### src/rtl/rf_alu_pkg.sv
// Shared definitions for the pipelined register-file + ALU execute core:
// opcode encoding, flag register layout and an opcode classifier.
package rf_alu_pkg;

  typedef enum logic [2:0] {
    OP_ADD   = 3'd0,
    OP_ADC   = 3'd1,
    OP_SUB   = 3'd2,
    OP_SBB   = 3'd3,
    OP_AND   = 3'd4,
    OP_OR    = 3'd5,
    OP_XOR   = 3'd6,
    OP_PASSB = 3'd7
  } op_e;

  // Flag register, MSB first: zero, negative, carry, overflow.
  typedef struct packed {
    logic z;
    logic n;
    logic c;
    logic v;
  } flags_t;

  // Arithmetic ops update all four flags; logic ops only touch Z and N.
  function automatic logic op_is_arith(op_e op);
    return (op == OP_ADD) || (op == OP_ADC) || (op == OP_SUB) || (op == OP_SBB);
  endfunction

endpackage

### src/rtl/alu_core.sv
// Purely combinational ALU. Arithmetic is done DATA_W+1 bits wide so the
// carry-out falls out of the top bit; subtraction is A + ~B + carry-in.
module alu_core
  import rf_alu_pkg::*;
#(
  parameter int DATA_W = 16
) (
  input  logic [DATA_W-1:0] a,
  input  logic [DATA_W-1:0] b,
  input  logic              cin,
  input  logic [2:0]        op,
  output logic [DATA_W-1:0] result,
  output logic              z,
  output logic              n,
  output logic              c,
  output logic              v
);

  op_e               op_i;
  logic              is_sub;
  logic              carry_in;
  logic [DATA_W-1:0] b_eff;
  logic [DATA_W:0]   sum;

  assign op_i = op_e'(op);

  // Adder with operand inversion for subtraction, then result select.
  always_comb begin
    is_sub = (op_i == OP_SUB) || (op_i == OP_SBB);
    b_eff  = is_sub ? ~b : b;
    case (op_i)
      OP_ADC, OP_SBB: carry_in = cin;
      OP_SUB:         carry_in = 1'b1;
      default:        carry_in = 1'b0;
    endcase
    sum = {1'b0, a} + {1'b0, b_eff} + {{DATA_W{1'b0}}, carry_in};
    case (op_i)
      OP_AND:   result = a & b;
      OP_OR:    result = a | b;
      OP_XOR:   result = a ^ b;
      OP_PASSB: result = b;
      default:  result = sum[DATA_W-1:0];
    endcase
    z = (result == '0);
    n = result[DATA_W-1];
    // For subtraction C=1 means no borrow.
    c = sum[DATA_W];
    // Overflow: both adder inputs share a sign that the sum does not.
    v = (a[DATA_W-1] == b_eff[DATA_W-1]) && (sum[DATA_W-1] != a[DATA_W-1]);
  end

endmodule

### src/rtl/rf_alu_pipe.sv
// Two-stage execute core: operand read (with EX-result bypass) in the issue
// cycle, then ALU execute and register/flag write-back on the following edge.
// One operation per cycle, no stalls; ADC/SBB chain through the flag register.
module rf_alu_pipe
  import rf_alu_pkg::*;
#(
  parameter int DATA_W   = 16,
  parameter int REG_AW   = 3,
  parameter int IMM_W    = 5,
  parameter int IMM_SEXT = 0,
  parameter int R0_ZERO  = 0
) (
  input  logic              clk,
  input  logic              clr,
  input  logic              in_valid,
  input  logic [2:0]        op,
  input  logic [REG_AW-1:0] ra,
  input  logic [REG_AW-1:0] rb,
  input  logic [REG_AW-1:0] rd,
  input  logic              we,
  input  logic              src_b,
  input  logic [IMM_W-1:0]  imm,
  input  logic              flag_en,
  output logic [DATA_W-1:0] y,
  output logic              out_valid,
  output logic [REG_AW-1:0] out_rd,
  output logic              Z,
  output logic              N,
  output logic              C,
  output logic              V
);

  localparam int NUM_REGS = 2 ** REG_AW;

  logic [DATA_W-1:0] rf_q [NUM_REGS];
  logic [DATA_W-1:0] rf_d [NUM_REGS];

  logic              ex_valid_q, ex_valid_d;
  logic [2:0]        ex_op_q, ex_op_d;
  logic [DATA_W-1:0] ex_a_q, ex_a_d;
  logic [DATA_W-1:0] ex_b_q, ex_b_d;
  logic [REG_AW-1:0] ex_rd_q, ex_rd_d;
  logic              ex_we_q, ex_we_d;
  logic              ex_flag_en_q, ex_flag_en_d;

  logic [DATA_W-1:0] y_q, y_d;
  logic              out_valid_q, out_valid_d;
  logic [REG_AW-1:0] out_rd_q, out_rd_d;
  flags_t            flags_q, flags_d;

  logic [DATA_W-1:0] alu_result;
  logic              alu_z, alu_n, alu_c, alu_v;
  logic [DATA_W-1:0] imm_ext, a_rd, b_rd;
  logic              a_zero, b_zero, a_hit, b_hit;

  alu_core #(.DATA_W(DATA_W)) u_alu (
    .a      (ex_a_q),
    .b      (ex_b_q),
    .cin    (flags_q.c),
    .op     (ex_op_q),
    .result (alu_result),
    .z      (alu_z),
    .n      (alu_n),
    .c      (alu_c),
    .v      (alu_v)
  );

  // Operand read: forced-zero r0, bypass from the EX result, else the RF.
  always_comb begin
    if (IMM_SEXT != 0) imm_ext = DATA_W'($signed(imm));
    else               imm_ext = DATA_W'(imm);
    a_zero = (R0_ZERO != 0) && (ra == '0);
    b_zero = (R0_ZERO != 0) && (rb == '0);
    a_hit  = ex_valid_q && ex_we_q && (ex_rd_q == ra);
    b_hit  = ex_valid_q && ex_we_q && (ex_rd_q == rb);
    if (a_zero)     a_rd = '0;
    else if (a_hit) a_rd = alu_result;
    else            a_rd = rf_q[ra];
    if (src_b)      b_rd = imm_ext;
    else if (b_zero) b_rd = '0;
    else if (b_hit) b_rd = alu_result;
    else            b_rd = rf_q[rb];
  end

  // Issue: capture the operation into EX when one is presented.
  always_comb begin
    ex_valid_d   = in_valid;
    ex_op_d      = ex_op_q;
    ex_a_d       = ex_a_q;
    ex_b_d       = ex_b_q;
    ex_rd_d      = ex_rd_q;
    ex_we_d      = ex_we_q;
    ex_flag_en_d = ex_flag_en_q;
    if (in_valid) begin
      ex_op_d      = op;
      ex_a_d       = a_rd;
      ex_b_d       = b_rd;
      ex_rd_d      = rd;
      ex_we_d      = we;
      ex_flag_en_d = flag_en;
    end
  end

  // Execute/write-back: result register, RF write and flag update.
  always_comb begin
    rf_d        = rf_q;
    y_d         = y_q;
    out_rd_d    = out_rd_q;
    out_valid_d = ex_valid_q;
    flags_d     = flags_q;
    if (ex_valid_q) begin
      y_d      = alu_result;
      out_rd_d = ex_rd_q;
      if (ex_we_q && !((R0_ZERO != 0) && (ex_rd_q == '0))) rf_d[ex_rd_q] = alu_result;
      if (ex_flag_en_q) begin
        flags_d.z = alu_z;
        flags_d.n = alu_n;
        if (op_is_arith(op_e'(ex_op_q))) begin
          flags_d.c = alu_c;
          flags_d.v = alu_v;
        end
      end
    end
  end

  // State registers; reset clears everything including in-flight work.
  always_ff @(posedge clk or negedge clr) begin
    if (!clr) begin
      for (int i = 0; i < NUM_REGS; i++) rf_q[i] <= '0;
      ex_valid_q   <= 1'b0;
      ex_op_q      <= '0;
      ex_a_q       <= '0;
      ex_b_q       <= '0;
      ex_rd_q      <= '0;
      ex_we_q      <= 1'b0;
      ex_flag_en_q <= 1'b0;
      y_q          <= '0;
      out_valid_q  <= 1'b0;
      out_rd_q     <= '0;
      flags_q      <= '0;
    end else begin
      rf_q         <= rf_d;
      ex_valid_q   <= ex_valid_d;
      ex_op_q      <= ex_op_d;
      ex_a_q       <= ex_a_d;
      ex_b_q       <= ex_b_d;
      ex_rd_q      <= ex_rd_d;
      ex_we_q      <= ex_we_d;
      ex_flag_en_q <= ex_flag_en_d;
      y_q          <= y_d;
      out_valid_q  <= out_valid_d;
      out_rd_q     <= out_rd_d;
      flags_q      <= flags_d;
    end
  end

  assign y         = y_q;
  assign out_valid = out_valid_q;
  assign out_rd    = out_rd_q;
  assign Z         = flags_q.z;
  assign N         = flags_q.n;
  assign C         = flags_q.c;
  assign V         = flags_q.v;

endmodule

### config.mk
export PLATFORM = sky130hd
export DESIGN_NAME = rf_alu_pipe
export DESIGN_NICKNAME = d
export VERILOG_FILES = /design/src/rtl/rf_alu_pkg.sv /design/src/rtl/alu_core.sv /design/src/rtl/rf_alu_pipe.sv
export SDC_FILE = /design/constraint.sdc
export NUM_CORES = 1
export LEC_CHECK = 0
export BUFFER_PORTS_ARGS = -buffer_cell sky130_fd_sc_hd__buf_2
export CAP_MARGIN = 20
export CELL_PAD_IN_SITES_DETAIL_PLACEMENT = 0
export CELL_PAD_IN_SITES_GLOBAL_PLACEMENT = 1
export CORE_UTILIZATION = 50
export CTS_BUF_LIST = sky130_fd_sc_hd__clkbuf_4 sky130_fd_sc_hd__clkbuf_8
export DETAILED_ROUTE_END_ITERATION = 16
export MAX_ROUTING_LAYER = met4
export PLACE_DENSITY_LB_ADDON = 0.1
export SETUP_SLACK_MARGIN = 0.1
export SLEW_MARGIN = 10
export SYNTH_ARGS = -nofsm -noshare
export SYNTH_HDL_FRONTEND = slang
export SYNTH_HIERARCHICAL = 1
export SYNTH_SLANG_ARGS = --single-unit
### constraint.sdc
create_clock -name clk -period 5.5 [get_ports clk]
set_input_delay 0.275 -clock clk [delete_from_list [all_inputs] [get_ports clk]]
set_output_delay 0.275 -clock clk [all_outputs]
set_load 0.03 [all_outputs]
* After elaboration in Yosys (flattened, before gate mapping)
Index checks and enable logic that the tools add are counted.
Widths: inputs -> output; s select.
** Storage, ports and cells
- Register bits :: 193
- Input port bits :: 23
- Output and inout port bits :: 24
- Logic and storage cells :: 76
** Operators by class
- $add $sub $neg :: 2
- Order comparisons :: 4
- Equality and inequality tests :: 11
- Muxes and demuxes :: 15
- Bitwise operators :: 7
- Reduce and logical (&&, ||, !) cells :: 15
** Operators with widths (number)
- $mux 16 :: 9
- $bwmux 128 :: 1
- $bmux 16 s3 :: 2
- $pmux 16 s4 :: 1
- $demux 16 s3 :: 1
- $add 16x16->17 :: 1
- $add 17x1->17 :: 1
- $and 16x16->16 :: 1
- $logic_not 16->1 :: 1
- $not 16->16 :: 1
- $or 16x16->16 :: 1
- $xor 16x16->16 :: 1
- $eq 3x3->1 const B :: 4
- $ge 4x4->1 const B :: 3
- $not 3->4 :: 3
- $eq 3x2->1 const B :: 2
- $eq 3x3->1 :: 2
- $logic_and 1x1->1 :: 5
- $logic_or 1x1->1 :: 4
- $lt 4x1->1 const B :: 1
- $reduce_and 2->1 :: 2
- $eq 3x1->1 const B :: 1
- $logic_not 3->1 :: 1
- $reduce_and 3->1 :: 1
- 4 further kinds :: 4

* Logic depth before layout (Yosys ltp)
- Word-level depth :: 8
- Mapped depth :: 20
- Mapped depth without buffers :: 13

* By module
Netlist, hierarchy kept.
** By module, submodules not included
- rf_alu_pipe :: instances 1, cells an instance 623, area an instance 9455.3 um^2, seq. area each 4829.6 um^2
- alu_core :: instances 1, cells an instance 281, area an instance 2224.6 um^2, seq. area each 0.0 um^2

* Least setup slack after synthesis
OpenSTA, ideal clock, no wires.
- Path kind :: register -> register
- From :: register ex_op_q[2]
- To :: register flags_q, in the netlist Z
- Library setup time :: 65 ps
- Data arrival time :: 4856 ps
- Required time :: 5435 ps
- Slack :: 579 ps
- Cell stages (with the launch flop) :: 19
- Path buffers :: 5
- Period minus slack after synthesis :: 4921 ps
- Cell sequence :: dfrtp_1 clkbuf_1 buf_1 clkbuf_1 clkbuf_1 nand2b_1 clkbuf_1 xnor2_1 fa_1 fa_1 a21o_1 a211oi_1 o2bb2ai_1 or4b_1 or3_1 a2111oi_2 nand4bb_1 nor4_2 mux2_2
** Between the ends
- Cells in the longest elaborated chain, start to end :: 7
- Elaborated cells between the ends (all ways) :: 15
- Classes of those cells :: add/sub (2); eq/ne (7); mux (3); reduce/logical (3)
** RTL lines
- start, declared :: RTL line rf_alu_pipe.sv:39 : logic [2:0] ex_op_q, ex_op_d;
- start signal, assigned :: RTL line rf_alu_pipe.sv:144 : ex_op_q <= ex_op_d;
- $eq 3x2->1 :: RTL line alu_core.sv:29, alu_core.sv:31
- $logic_or 1x1->1 :: RTL line alu_core.sv:29 : is_sub = (op_i == OP_SUB) || (op_i == OP_SBB);
- $mux 16 :: RTL line alu_core.sv:30 : b_eff = is_sub ? ~b : b;
- $add 16x16->17 :: RTL line alu_core.sv:36 : sum = {1'b0, a} + {1'b0, b_eff} + {{DATA_W{1'b0}}, carry_in};
- $add 17x1->17 :: RTL line alu_core.sv:36
- $pmux 16 s4 (*) :: RTL line alu_core.sv:37 : case (op_i)
- net alu_result[4] :: RTL line rf_alu_pipe.sv:51 : logic [DATA_W-1:0] alu_result;
- $logic_not 16->1 (*) :: RTL line alu_core.sv:44 : z = (result == '0);
- net alu_z :: RTL line rf_alu_pipe.sv:52 : logic alu_z, alu_n, alu_c, alu_v;
- end signal, assigned :: RTL line rf_alu_pipe.sv:153 : flags_q <= flags_d;
- end, declared :: RTL line rf_alu_pipe.sv:49 : flags_t flags_q, flags_d;
Mark *: on every way through the listed nets, which the timed path passes. The rest lies on a longest branch.
A chain may end at the register's enable or synchronous reset.

* Worst setup path in the final report
Ends and elaborated chain as after synthesis.

==> results.cfg <==
[critical_path]
timing.critical_path.max_delay_family = compound AO/OA/AOI/OAI gates
worst_setup_path_start_kind = register
worst-r2r-cell-count = 14
critical_path_class = register to register
worst_path_max_delay_cell = sky130_fd_sc_hd__a21oi_1
timing.critical_path.cells = nand2b_1 -> buf_4 -> xnor2_1 -> fa_1 -> fa_1 -> a211oi_1 -> nor4_1 -> o31ai_1 -> o21ai_0 -> a21oi_1 -> nor2_1 -> nand4bb_1 -> nor4_2 -> mux2_2
nature_of_the_critical_path_endpoint = register
required_time_of_the_critical_path_ns = 5.86
r2r_endpoint = Z
cp_common_cell = sky130_fd_sc_hd__fa_1
worst-endpoint-arrival_ns = 4.66
r2r_setup_slack_ns = 1.19
max_stage_delay_ns = 0.74
critPathMaxFanout = 16
crit_buf_inv = 1
critical_path.reg2reg.startpoint = ex_op_q[2]

[synth]
synth_seq_cells = 193
yosysWarningCount = 6
combinational_family_with_the_most_area_after_synthesis = multiplexers
netlist.top_cell.by_area = sky130_fd_sc_hd__dfrtp_1
netlist_area_um2 = 11680
synthDistinctLibCells = 66
synth_top_flop_cell = sky130_fd_sc_hd__dfrtp_1
synthesis.nets = 976
avgSynthCellArea_um2 = 12.92
post_synth_and_or_nand_nor_area_fraction_pct = 5.163
ys_async_sr_fraction_pct = 100.0
post_synth_main_area_contributors = sky130_fd_sc_hd__dfrtp_1 (41%), sky130_fd_sc_hd__mux2_2 (15%), sky130_fd_sc_hd__mux4_2 (15%), sky130_fd_sc_hd__ha_1 (5.0%), sky130_fd_sc_hd__mux2i_1 (2.4%)
synthAdderAreaFrac_pct = 5.378
synth-edff-count = 0
synthMuxAreaShare_pct = 33.83
yosysTopAreaCellShare_pct = 41.35
postSynthCellCount = 904
synth.most_common_cell = sky130_fd_sc_hd__dfrtp_1
yosys.area_share.xor_xnor_pct = 2.250
netlist_top_cells_count = sky130_fd_sc_hd__dfrtp_1 (193), sky130_fd_sc_hd__mux2_2 (157), sky130_fd_sc_hd__mux4_2 (76)
synth_compound_area_share_pct = 6.760
share_of_the_yosys_chip_area_belonging_to_registers_pct = 41.35

[floorplan]
die_height_um = 154.8
io_pins = 47
fp.dieArea_um2 = 23980
die-width_um = 154.8
rows = 55
floorplan.initialDensity_pct = 51.28
std_cell_core_area_um2 = 22780

[route]
dr_total_vias = 7541
remaining_drc_errors = 0
dr.pass1.iters = 6
detail_route.wl_per_cell_um = 23.20
finalWirelength_mm = 29.07
first_iteration_detailed_routing_drc_count = 427
antenna_violating_nets_post_route = 0
avgViaCountPerCell = 6.018

[timing]
report.final.hold_viol_count = 0
achievable-frequency_ghz = 0.2323
final_period_minus_worst_setup_slack_ns = 4.305
min_period_over_period_pct = 78.28
finalSetupTns_ns = 0
slew-limit-headroom_pct = 27.76
rsz0062_at_grt = false
timing.final.setup_violations = 0
finalClockSkew_ns = 0.02429
actual_transition_at_the_worst_max_transition_pin_ns = 1.084
slew_viol_final = 0
hold-worst-slack_ns = 0.02649

[placement]
detailed_place.area_um2 = 12150
place_hpwl_mm = 19.45
routabilityCongestion = 0.8596
placed_cells_incl_taps = 1215
port-buffer-count = 46

[clock_network]
post-cts-setup-buffers = 0
htreeDepth = 4
clkTransAtPathRegs_ns = 0.12
root_buf_cell = sky130_fd_sc_hd__clkbuf_8
cts_tree = built
clock_path_buffers = 2
cts.repair.resized = 0
cts_buffers = 17
ctsHoldBuffers = 4
clkLatencyLatePin_ns = 0.49
cts_num_sinks = 193

[hold_path]
worst_hold_path.endpoint = ex_op_q[2]
hold_path.startpoint = op[2]
hp-class = input port to register
hold-path-cell-count = 2

[power]
power.leakage_uw = 0.005624
power_density_nw_per_um2 = 518.9
max-vdd-ir-drop_mv = 0.2446

[grt]
antenna_violations_before_repair = 1
first_global_vias = 7993
grt_first_pass_wirelength_mm = 46.06
global_route.overflow_total = 0
grtUsageTotal_pct = 26.62
grt_start_max_net_pins = 137

[outcome]
run_status = finished clean

[job]
max-cap-violations = 0

[final_layout]
antenna_cells_inserted = 0
final_area_um2 = 12660
fraction_of_final_layout_cells_sized_beyond_drive_strength_1_pct = 37.34
nNetsFinal = 999
layoutNonFillerInstCount = 1253
syn2layout_area_growth_pct = 8.377
==> kinds of logic after synthesis <==
group           Yosys count
flops                   193
compound gates          104
simple gates            111
mux                     274
fa+ha+maj                49
xor+xnor                 30
buf+inv                 143
==> sequential cells by signal, indices dropped and copies added, names as in the netlist <==
signal        cells
V                 1
ex_b_q           16
Z                 1
out_rd            3
out_valid         1
ex_flag_en_q      1
ex_rd_q           3
ex_a_q           16
rf_q            128
y                16
C                 1
ex_valid_q        1
ex_op_q           3
N                 1
ex_we_q           1
==> layout by cell type, fill, tap and decap left out, types with 3 or more instances in the layout <==
| cell | count |
|---|---|
| sky130_fd_sc_hd__inv_1 | 69 |
| sky130_fd_sc_hd__o21bai_1 | 3 |
| sky130_fd_sc_hd__a21o_1 | 4 |
| sky130_fd_sc_hd__nand2b_1 | 18 |
| sky130_fd_sc_hd__buf_4 | 26 |
| sky130_fd_sc_hd__nand3_1 | 9 |
| sky130_fd_sc_hd__mux2_2 | 157 |
| sky130_fd_sc_hd__a211o_1 | 4 |
| sky130_fd_sc_hd__mux2i_1 | 28 |
| sky130_fd_sc_hd__mux2_1 | 10 |
| sky130_fd_sc_hd__o21ai_0 | 18 |
| sky130_fd_sc_hd__a21oi_1 | 15 |
| sky130_fd_sc_hd__nor3_2 | 3 |
| sky130_fd_sc_hd__xnor2_1 | 21 |
| sky130_fd_sc_hd__xor2_1 | 9 |
| sky130_fd_sc_hd__dlygate4sd3_1 | 5 |
| sky130_fd_sc_hd__clkbuf_8 | 18 |
| sky130_fd_sc_hd__a221o_1 | 4 |
| sky130_fd_sc_hd__clkinv_4 | 3 |
| sky130_fd_sc_hd__nor2b_1 | 10 |
| sky130_fd_sc_hd__nand2_1 | 22 |
| sky130_fd_sc_hd__a31oi_1 | 5 |
| sky130_fd_sc_hd__o221ai_1 | 15 |
| sky130_fd_sc_hd__ha_1 | 47 |
| sky130_fd_sc_hd__mux4_1 | 3 |
| sky130_fd_sc_hd__buf_2 | 45 |
| sky130_fd_sc_hd__dfrtp_1 | 193 |
| sky130_fd_sc_hd__mux4_2 | 76 |
| sky130_fd_sc_hd__a221oi_1 | 10 |
| sky130_fd_sc_hd__clkinv_8 | 6 |
| sky130_fd_sc_hd__a211oi_1 | 4 |
| sky130_fd_sc_hd__nor2_1 | 27 |
| sky130_fd_sc_hd__or3_1 | 3 |
==> final cells by class <==
cell class | instances | area (um^2)
clock buffer | 17 | 234.0
clock inverter | 15 | 197.7
multi-input combinational | 568 | 6235
fill | 1932 | 10120
sequential | 193 | 4830
tap | 313 | 391.6
timing repair buffer | 78 | 511.7
inverter | 69 | 259.0
==> power breakdown <==
part | leakage [uW] | switching (uW) | internal (uW)
registers | 0.00243 | 469 | 2000
clock network | 0.000211 | 587 | 389
logic | 0.00298 | 1620 | 1500
total | 0.00562 | 2670 | 3900
==> routing by layer <==
| metal | wire, um | part of all wire, % | global-route usage, % | vias up |
|---|---|---|---|---|
| li1 | - | - | - | 3379 |
| met2 | 13580 | 47 | 41.11 | 147 |
| met5 | 0 | 0 | - | - |
| met3 | 1172 | 4.0 | 3.502 | 43 |
| met4 | 586 | 2.0 | 7.732 | 0 |
| met1 | 13730 | 47 | 37.03 | 3972 |
==> worst reg2reg max path, delay by kind of cell (launching register included) <==
| kind | cells | cell delay [ns] |
|---|---|---|
| buffers and inverters | 1 | 0.22 |
| AOI/OAI and AO/OA | 4 | 1.66 |
| muxes | 1 | 0.26 |
| xor gates and xnor gates | 1 | 0.17 |
| adders and majority gates | 2 | 0.90 |
| DFF | 1 | 0.39 |
| and+or+nand+nor | 5 | 0.56 |
==> metrics by stage <==
stage	total power, uW	setup WS, ns	utilization [%]
2_1_floorplan	4658	0.5787	-
3_3_place_gp	5418	1.382	53.34
3_5_place_dp	5590	1.219	53.34
4_1_cts	6579	1.184	55.41
5_1_grt	7019	0.8262	55.57
6_report	6568	1.195	55.57
==> worst max path at each step <==
| stage | from | to | slack [ns] | depth (start not counted) |
|---|---|---|---|---|
| CTS | ex_op_q[2] | Z | 1.18 | 14 |
| floorplan | ex_op_q[2] | Z | 0.58 | 18 |
| detailed placement | ex_op_q[2] | Z | 1.22 | 14 |
| finish | ex_op_q[2] | Z | 1.19 | 14 |
| global placement | ex_op_q[2] | Z | 1.38 | 14 |
| global route | ex_op_q[2] | Z | 0.83 | 14 |
Note: power is estimated with default switching activity, not from simulation.
